===== config.mk =====
export PLATFORM = sky130hd
export DESIGN_NAME = univ_reg
export DESIGN_NICKNAME = d
export VERILOG_FILES = /design/src/rtl/univ_reg_pkg.sv /design/src/rtl/univ_reg_next.sv /design/src/rtl/univ_reg.sv
export SDC_FILE = /design/constraint.sdc
export NUM_CORES = 1
export LEC_CHECK = 0
export BUFFER_PORTS_ARGS = -buffer_cell sky130_fd_sc_hd__buf_4
export CAP_MARGIN = 5
export CORE_MARGIN = 2
export CORE_UTILIZATION = 52
export CTS_CLUSTER_DIAMETER = 100
export DETAILED_ROUTE_END_ITERATION = 16
export PLACE_DENSITY_LB_ADDON = 0.15
export SKIP_CTS_REPAIR_TIMING = 1
export SLEW_MARGIN = 20
export SYNTH_ARGS = -nofsm -noshare
export SYNTH_HDL_FRONTEND = slang
export SYNTH_SLANG_ARGS = --single-unit

===== constraint.sdc =====
create_clock -name clk -period 2.41 [get_ports clk]
set_input_delay 0.3615 -clock clk [delete_from_list [all_inputs] [get_ports clk]]
set_output_delay 0.3615 -clock clk [all_outputs]
set_load 0.05 [all_outputs]

===== src/rtl/univ_reg_pkg.sv =====
// +----------------------------------------------------------------------------
// | univ_reg_pkg : operation-mode encodings shared by univ_reg and its helpers
// | Revision     : 1.0
// +----------------------------------------------------------------------------
`default_nettype none

package univ_reg_pkg;

   typedef enum logic [2:0] {
      MODE_HOLD = 3'b000,
      MODE_LOAD = 3'b001,
      MODE_SHL  = 3'b010,
      MODE_SHR  = 3'b011,
      MODE_ROL  = 3'b100,
      MODE_ROR  = 3'b101,
      MODE_INC  = 3'b110,
      MODE_DEC  = 3'b111
   } mode_t;

endpackage

`default_nettype wire


===== src/rtl/univ_reg_next.sv =====
// +----------------------------------------------------------------------------
// | univ_reg_next : combinational next-state function of the universal register
// | Revision      : 1.0
// +----------------------------------------------------------------------------
`default_nettype none

module univ_reg_next #(
   parameter int WIDTH = 8
) (
   input  logic [WIDTH-1:0] q,
   input  logic [WIDTH-1:0] d,
   input  logic             sin,
   input  logic [2:0]       mode,
   output logic [WIDTH-1:0] q_nxt,
   output logic             sout_nxt,
   output logic             sout_upd,
   output logic             wrap
);
   import univ_reg_pkg::*;

   localparam logic [WIDTH-1:0] ONE = {{(WIDTH-1){1'b0}}, 1'b1};

   always_comb begin
      q_nxt    = q;
      sout_nxt = 1'b0;
      sout_upd = 1'b0;
      wrap     = 1'b0;
      case (mode_t'(mode))
         MODE_HOLD: q_nxt = q;
         MODE_LOAD: q_nxt = d;
         MODE_SHL: begin
            q_nxt    = {q[WIDTH-2:0], sin};
            sout_nxt = q[WIDTH-1];
            sout_upd = 1'b1;
         end
         MODE_SHR: begin
            q_nxt    = {sin, q[WIDTH-1:1]};
            sout_nxt = q[0];
            sout_upd = 1'b1;
         end
         MODE_ROL: begin
            q_nxt    = {q[WIDTH-2:0], q[WIDTH-1]};
            sout_nxt = q[WIDTH-1];
            sout_upd = 1'b1;
         end
         MODE_ROR: begin
            q_nxt    = {q[0], q[WIDTH-1:1]};
            sout_nxt = q[0];
            sout_upd = 1'b1;
         end
         MODE_INC: begin
            q_nxt = q + ONE;
            wrap  = &q;
         end
         MODE_DEC: begin
            q_nxt = q - ONE;
            wrap  = ~|q;
         end
         default: q_nxt = q;
      endcase
   end

endmodule

`default_nettype wire


===== src/rtl/univ_reg.sv =====
// +----------------------------------------------------------------------------
// | univ_reg : WIDTH-bit universal register (hold/load/shift/rotate/count) with
// |            registered complement, serial-out, terminal-count and, when
// |            UNIV_REG_PARITY_EN is defined, a registered parity output.
// | Revision : 1.0
// +----------------------------------------------------------------------------
`default_nettype none

module univ_reg #(
   parameter int               WIDTH   = 8,
   parameter logic [WIDTH-1:0] RST_VAL = {WIDTH{1'b0}}
) (
   input  logic             clk,
   input  logic             reset,
   input  logic             en,
   input  logic             clr,
   input  logic [2:0]       mode,
   input  logic [WIDTH-1:0] d,
   input  logic             sin,
   output logic [WIDTH-1:0] q,
   output logic [WIDTH-1:0] q_n,
   output logic             sout,
   output logic             tc
`ifdef UNIV_REG_PARITY_EN
   ,
   output logic             parity
`endif
);
   import univ_reg_pkg::*;

   logic [WIDTH-1:0] reg_q, reg_d;
   logic [WIDTH-1:0] qn_q, qn_d;
   logic             sout_q, sout_d;
   logic             tc_q, tc_d;

   logic [WIDTH-1:0] q_nxt;
   logic             sout_nxt;
   logic             sout_upd;
   logic             wrap;

   univ_reg_next #(
      .WIDTH (WIDTH)
   ) u_next (
      .q        (reg_q),
      .d        (d),
      .sin      (sin),
      .mode     (mode),
      .q_nxt    (q_nxt),
      .sout_nxt (sout_nxt),
      .sout_upd (sout_upd),
      .wrap     (wrap)
   );

   // Priority: clr > en==0 (hold) > mode; tc clears on any enabled non-wrap edge.
   always_comb begin
      reg_d  = reg_q;
      sout_d = sout_q;
      tc_d   = tc_q;
      if (clr) begin
         reg_d  = RST_VAL;
         sout_d = 1'b0;
         tc_d   = 1'b0;
      end else if (en) begin
         reg_d = q_nxt;
         tc_d  = wrap;
         if (sout_upd) begin
            sout_d = sout_nxt;
         end
      end
      qn_d = ~reg_d;
   end

   // The complement is its own flop so q_n never depends combinationally on q.
   always_ff @(posedge clk or posedge reset) begin
      if (reset) begin
         reg_q  <= RST_VAL;
         qn_q   <= ~RST_VAL;
         sout_q <= 1'b0;
         tc_q   <= 1'b0;
      end else begin
         reg_q  <= reg_d;
         qn_q   <= qn_d;
         sout_q <= sout_d;
         tc_q   <= tc_d;
      end
   end

   assign q    = reg_q;
   assign q_n  = qn_q;
   assign sout = sout_q;
   assign tc   = tc_q;

`ifdef UNIV_REG_PARITY_EN
   logic parity_q, parity_d;

   assign parity_d = ^reg_d;

   always_ff @(posedge clk or posedge reset) begin
      if (reset) begin
         parity_q <= ^RST_VAL;
      end else begin
         parity_q <= parity_d;
      end
   end

   assign parity = parity_q;
`endif

endmodule

`default_nettype wire


Word level (Yosys, flattened, before mapping)
Index checks and enable logic that the tools add are counted.

Register bits after elaboration: 18. Latch bits: 0. RAM bits: 0. ROM bits: 0. Input bits: 16. Output and inout port bits: 18. Word-level logic and storage cells: 35. Memories kept: 0.

Add/subtract/negate cells: 2. $mul: 0. Divide/modulo/power cells: 0. Magnitude comparators: 0. Equal/unequal tests: 7. Shift-type cells: 0. Mux-type cells: 11. Bitwise gates (word level): 1. Reductions and logical operators: 10.

Operators by type and width (number): $pmux W8 S8 (1); $mux W8 (2); $eq A3 B3 Y1 const B (4); $add A8 B1 Y8 const B (1); $not A8 Y8 (1); $reduce_and A8 Y1 (1); $reduce_or A8 Y1 (1); $sub A8 B1 Y8 const B (1); $eq A3 B2 Y1 const B (2); $mux W1 (6); $pmux W1 S2 (2); $reduce_bool A2 Y1 (2); $reduce_or A2 Y1 (2); $reduce_or A4 Y1 (1); $eq A3 B1 Y1 const B (1); $logic_not A3 Y1 (1); $reduce_and A2 Y1 (1); $logic_not A1 Y1 (1).

Longest topological paths before layout
Gate-level depths: netlist of run 1.

Word-level depth: 6. Depth in mapped cells: 9. Depth with buffers taken out: 8.

Hierarchy
Synthesis of run 1 repeated with hierarchy kept, for this count alone.

Cells, all modules: 184. Area total of the unflattened synthesis: 1587.8 µm².

By module, submodules not included: univ_reg_next (instances 1, cells an instance 134, area an instance 913.4 µm², sequential area each 0.0 µm²); univ_reg (instances 1, cells an instance 50, area an instance 674.4 µm², sequential area each 460.4 µm²).

Worst setup path after synthesis of run 1
No wires, ideal clock.

Path kind: flip-flop to flip-flop. Start: register reg_q[1] (netlist: q[1]). End: register qn_q[4] (netlist: q_n[4]). Library setup time: 82 ps. Data arrival time: 2128 ps. Required time: 2328 ps. Slack: 200 ps. Stages on the path, launching flop included: 9. Buffers on the path: 0. Period minus slack after synthesis: 2210 ps. Cells stage by stage: dfrtp_1 inv_1 xnor2_1 ha_1 nand2b_1 o31a_1 a21oi_1 o22ai_1 a211o_1.

Longest elaborated chain between the ends: 5. Elaborated cells on any way between the ends: 6. Those cells by class: add/sub (2); mux (3); bitwise (1).

RTL lines: start, declared (line univ_reg.sv:31) `logic [WIDTH-1:0] reg_q, reg_d;`; start signal, assigned (line univ_reg.sv:81) `reg_q <= reg_d;`; $sub A8 B1 Y8 or $add A8 B1 Y8 (tied branches) (line univ_reg_next.sv:56, univ_reg_next.sv:52); $pmux W8 S8 (*) (line univ_reg_next.sv:28) `case (mode_t'(mode))`; $mux W8 (*) (line univ_reg.sv:63) `end else if (en) begin`; $mux W8 (*) (line univ_reg.sv:59) `if (clr) begin`; $not A8 Y8 (*) (line univ_reg.sv:70) `qn_d = ~reg_d;`; via qn_d[4] (line univ_reg.sv:32) `logic [WIDTH-1:0] qn_q, qn_d;`; end signal, assigned (line univ_reg.sv:77) `qn_q <= ~RST_VAL;`; end signal, assigned (line univ_reg.sv:82) `qn_q <= qn_d;`; end, declared (line univ_reg.sv:32).

Mark *: on every way through the listed nets, which the timed path passes. The rest lies on a longest branch. A chain may end at the register's enable or synchronous reset.

Worst setup path after layout of run 1
Same ends and word-level chain as after synthesis.

==> results.md, run 1 <==
- Status: completed
- Top Family by Delay on Critical Path: compound AO/OA/AOI/OAI gates
- Unrepaired setup endpoints after global routing: no
- Setup_tns: 0 ps
- CTS root buffer: clkbuf_4
- Ranking of synthesized cells by area: dfrtp_1 (19%), dfstp_2 (16%), a21oi_1 (5.3%), nand2_1 (4.6%), nor2_1 (3.7%)
- Die footprint: roughly 3000 um2
- Slew Limit Headroom: 54.2%
- GR Overflow Total: 0
- Period utilisation layout: approximately 86%
- Setup violators final: 0
- DRC Markers: 0
- Worst-Skew Late Latency: 300 ps
- Synth top area share: a little under a fifth
- Die height: ~54 um
- FF-to-FF setup slack: between 300 and 400 ps
- Largest net degree at the start of global routing: 25
- Antenna diode count: 0
- CTS H-tree depth: 1
- Clock transition at path regs: roughly 110 ps
- Syn Area/Cell: around 8 um2
- VDD IR-drop max: about 400 uV
- Req. time, crit path: 2650 ps
- Vias post-DR: 1342
- Cell row count: 18
- Core area: about 2400 um2
- Max Cap Viol: 0
- Yosys warns: 0
- DP HPWL: 2.61 mm
- Dominant cell type by area after synthesis: dfrtp_1
- Hold Slack: ~150 ps
- Power Density: about 560 nW/um2
- GP Congestion: between 0.9 and 1
- HP Class: in -> async
- Final std cells w/o fill: 217
- I/O pin count: 34
- Vias in the first global route: about 1300
- Final Hold Fails: 0
- PnR worst setup slack: around 340 ps
- Count of different cell masters after synthesis: just over 50
- Slowest CP cell: dfrtp_1
- Vias per inst: 6.18
- Routed WL per cell: 16.7 um
- Ys flop type: dfrtp_1
- TritonCTS Buffers: 3
- Critical path startpoint category: flop
- CP Capture Type: flop
- Register area share after synthesis: 34.9%
- PortBufs: 33
- Cell count after synthesis: between 150 and 200
- Share of flip-flops with an asynchronous set or reset: 100%
- CP Data Arrival Time: 2310 ps
- Maximum fanout along the worst path: 8
- Final worst clock skew: 4.75 ps
- Placed instance area: about 1600 um2
- Syn nets: about 180
- Initial antenna violation count: 0
- WL final: roughly 3.6 mm
- Clock buffer depth: 2
- Buffers plus inverters on the worst setup path: 1
- TritonCTS clock tree: yes
- Total track usage: roughly 28%
- Leakage: between 0.6 and 0.7 nW
- Setup CP Type: reg -> reg
- First-pass GRT wire length: 6.04 mm
- Fmax: roughly 0.48 GHz
- Post-synth top cells: nand2_1 (16), a21oi_1 (14), nor2_1 (13)
- Cell area after synthesis: around 1300 um2
- Tot Pwr: 893 uW
- Count leader, synth: nand2_1
- Die width: approximately 54 um
- Slew Viols, Final: 0
- Final Critical Period: between 2000 and 2500 ps
- Effective utilization at floorplan: a little over half
- Worst slew pin tran: 686 ps
- Synth-to-Final Area Change: 21.7%
- Layout cells sized above 1: around 30%
- Post-synth EDFFs: 0
- Sinks on Clock Net: 18
- Worst-path cell chain: inv_1, xnor2_1, ha_1, nand2b_1, o31a_1, a21oi_1, o22ai_1, a211o_1
- Dpl cells: between 200 and 250
- DRT iter0 DRCs: 52
- DRT Pass-1 Iters: 4
- Nets@finish: roughly 200
- FF+latch count, synth: 18
- Pre-CTS WS: about 230 ps
- Final Core Density: 66.0%
- Finished Cell Area: between 1500 and 2000 um2
- CP max stage delay: 510 ps
- Post-DRT Antenna Nets: 0
## cells by family after synthesis
group | after synthesis | share of synthesized area [%]
adders and majority gates | 3 | 2.47
buffers and inverters | 20 | 6.36
muxes | 4 | 3.60
and+or+nand+nor | 62 | 24.1
AOI/OAI and AO/OA | 50 | 26.6
xor gates and xnor gates | 3 | 1.99
DFF | 18 | 34.9
## final timing paths
| path | to | cells past startpoint | from |
|---|---|---|---|
| min in group clk | q[0] | 2 | clr |
| max in group asynchronous | sout | 2 | reset |
| worst max register to register | q_n[4] | 8 | q[1] |
| worst max-delay path | q_n[4] | 8 | q[1] |
| worst min register to register | tc | 2 | tc |
| worst min-delay path | q[5] | 2 | reset |
## worst reg2reg max path: cells and delay by family (launching register included)
kind | cells | cell delay, ps
xor gates and xnor gates | 1 | 150
DFF | 1 | 510
AOI/OAI and AO/OA | 4 | 820
buffers and inverters | 1 | 140
and+or+nand+nor | 1 | 180
adders and majority gates | 1 | 210
## per-layer routing
layer	vias up	wire, um	track usage [%]
met3	6	274	5.74
met1	633	1520	35.7
met4	0	62	11.3
met2	59	1770	47.4
met5	-	0	0
li1	644	-	-
## cell usage in the layout, fill, tap and decap left out, types with 2 or more instances in the layout
cell type  instances
nor2b_1            2
nand4b_1           2
dfstp_2            8
nand2b_1           3
a311oi_1           3
xnor2_1            2
o22ai_1            2
mux2_2             2
nand3b_1           2
nor2_1            13
o31a_1             2
nor3_1             5
or3_1              2
o31ai_1            3
inv_1              7
a211o_1            2
dfrtp_1           10
maj3_1             2
nand2_1           16
o21ai_0            6
or2_2              2
o32ai_1            2
clkbuf_4           3
nand3_1            5
and3_1             3
a211oi_1           5
a21oi_1           14
buf_4             36
## area by class of cell
type / instances / area (um2)
fillers: 204 / 827
multi-input cells: 122 / 774
inverters: 7 / 26.3
repair buffers: 36 / 270
clock buffers: 4 / 36.3
well taps: 30 / 37.5
flip-flops and latches: 18 / 460
## flip-flops by register name, indices dropped and copies added, names as in the netlist
register / count
tc: 1
sout: 1
q_n: 8
q: 8
## report_power, final
group / internal, mW / total [mW] / switching, mW
clock network: 0.0923 / 0.194 / 0.101
registers: 0.335 / 0.364 / 0.0297
logic: 0.119 / 0.334 / 0.216
No activity file was read; power rests on OpenSTA's default activity.
==> inputs of run 2 (changes only) <==
--- a/config.mk
+++ b/config.mk
@@ -5,13 +5,13 @@
 export SDC_FILE = /design/constraint.sdc
 export NUM_CORES = 1
 export LEC_CHECK = 0
-export BUFFER_PORTS_ARGS = -buffer_cell sky130_fd_sc_hd__buf_4
 export CAP_MARGIN = 5
 export CORE_MARGIN = 2
-export CORE_UTILIZATION = 52
+export CORE_UTILIZATION = 55
 export CTS_CLUSTER_DIAMETER = 100
 export DETAILED_ROUTE_END_ITERATION = 16
-export PLACE_DENSITY_LB_ADDON = 0.15
+export DONT_BUFFER_PORTS = 1
+export PLACE_DENSITY = 0.77
 export SKIP_CTS_REPAIR_TIMING = 1
 export SLEW_MARGIN = 20
 export SYNTH_ARGS = -nofsm -noshare
==> run 2 against run 1 <==
Net effect: final area down 14%; via count down 7.6%; clock power down 26%; fmax up 6.1%; power down 12%; wire length down 0.36%; critical path depth unchanged; die area down 5.1%; highest routed layer unchanged.
==> results.md, run 2 (synthesis gave the netlist of run 1 again) <==
- Status: completed
- Req. time, crit path: roughly 2600 ps
- CP Data Arrival Time: between 2000 and 2500 ps
- Vias post-DR: approximately 1200
- Vias in the first global route: around 1200
- Setup_tns: 0 ps
- Fillers: around 210
- Largest net degree at the start of global routing: 26
- Core area: 2230 um2
- DP HPWL: 2.64 mm
- Placed instance area: roughly 1400 um2
- Register area: approximately 460 um2
- Maximum fanout along the worst path: 5
- Area of the multi-input gates: between 700 and 800 um2
- Total track usage: just under 30%
- Layout cells sized above 1: 18.2%
- TritonCTS clock tree: yes
- Final worst clock skew: roughly 2.3 ps
- Unrepaired setup endpoints after global routing: no
- Final Critical Period: 1950 ps
- Worst-Skew Late Latency: between 200 and 300 ps
- Critical path startpoint category: flop
- Effective utilization at floorplan: between 50% and 60%
- GR Overflow Total: 0
- Initial antenna violation count: 0
- Power Density: 566 nW/um2
- Finished Cell Area: between 1000 and 1500 um2
- Hold Slack: around 41 ps
- Die height: 53.0 um
- Nets@finish: 178
- Final Hold Fails: 0
- First-pass GRT wire length: ~6.0 mm
- Antenna diode count: 0
- Sinks on Clock Net: 18
- GP Congestion: 0.896
- DRT Pass-1 Iters: 4
- Post-DRT Antenna Nets: 0
- Cell row count: 17
- Setup violators final: 0
- Fmax: roughly 0.51 GHz
- CTS H-tree depth: 1
- I/O pin count: 34
- Clock buffer depth: 2
- Die width: 53.0 um
- Max Cap Viol: 0
- VDD IR-drop max: 466 uV
- Die footprint: approximately 2800 um2
- CTS root buffer: clkbuf_4
- Routed WL per cell: slightly below 20 um
- Slew Limit Headroom: 52.1%
- CP Capture Type: flop
- Worst slew pin tran: just over 700 ps
- TritonCTS Buffers: 3
- HP Class: in -> async
- WL final: approximately 3.6 mm
- Clock transition at path regs: ~90 ps
- Period utilisation layout: around four fifths
- Vias per inst: around 6.6
- Synth-to-Final Area Change: 5.12%
- Setup CP Type: reg -> reg
- Slew Viols, Final: 0
- Leakage: about 0.53 nW
- PortBufs: 0
- DRT iter0 DRCs: 32
- Commonest non-fill, non-tap cells in the layout: nand2_1 (16), a21oi_1 (14), nor2_1 (13)
- DRC Markers: 0
- Most common cell after layout, fill and taps aside: nand2_1
## run 2: changes by cell type in the layout (fill, tap and decap cells not counted)
cell and delta:
buf_4 -27, clkbuf_8 -1
## run 2: power by group
| group | leakage [nW] | switching (mW) | internal [mW] | total, mW |
|---|---|---|---|---|
| combinational | 0.304 | 0.147 | 0.0841 | 0.231 |
| sequential | 0.217 | 0.0734 | 0.337 | 0.410 |
| clock | 0.0138 | 0.0852 | 0.0581 | 0.143 |
| total | 0.534 | 0.306 | 0.479 | 0.785 |
## run 2: layer usage
metal | GRT usage, % | share of wire [%] | vias to the layer above
li1 | - | - | 588
met1 | 38.2 | 42 | 582
met2 | 46.9 | 49 | 62
met3 | 7.91 | 7.1 | 8
met4 | 12.4 | 2.1 | 0
met5 | 0 | 0 | -
## run 2: worst paths after layout
path                            slack, ps  endpoint  startpoint  cells after the start
worst max-delay path                  460    q_n[4]        q[1]                      8
worst min-delay path                   40      q[2]       reset                      1
worst max register to register        460    q_n[4]        q[1]                      8
worst min register to register        790      q[6]        q[6]                      1
max in group asynchronous            1950      q[1]       reset                      1
min in group clk                      130      q[4]         clr                      1
## run 2: layout make-up
class | count | share of cell area [%]
multi-input cells | 122 | 55.9
well taps | 28 | 2.53
clock buffers | 3 | 1.62
inverters | 7 | 1.90
flip-flops and latches | 18 | 33.2
repair buffers | 9 | 4.87
## run 2: metrics by stage
stage	cells	worst slack (ps)	util, %	power [mW]
6_report	187	459	62.1	0.785
4_1_cts	187	479	62.1	0.792
3_5_place_dp	184	426	61.1	0.646
3_3_place_gp	184	462	61.1	0.643
2_1_floorplan	160	200	-	0.603
5_1_grt	187	357	62.1	0.831
## run 2: worst max-delay path: stages, from the launching register on
cell      delay [ps]
dfrtp_1          440
inv_1            110
xnor2_1          140
ha_1             220
nand2b_1         190
o31a_1           270
a21oi_1          150
o22ai_1          110
a211o_1          270
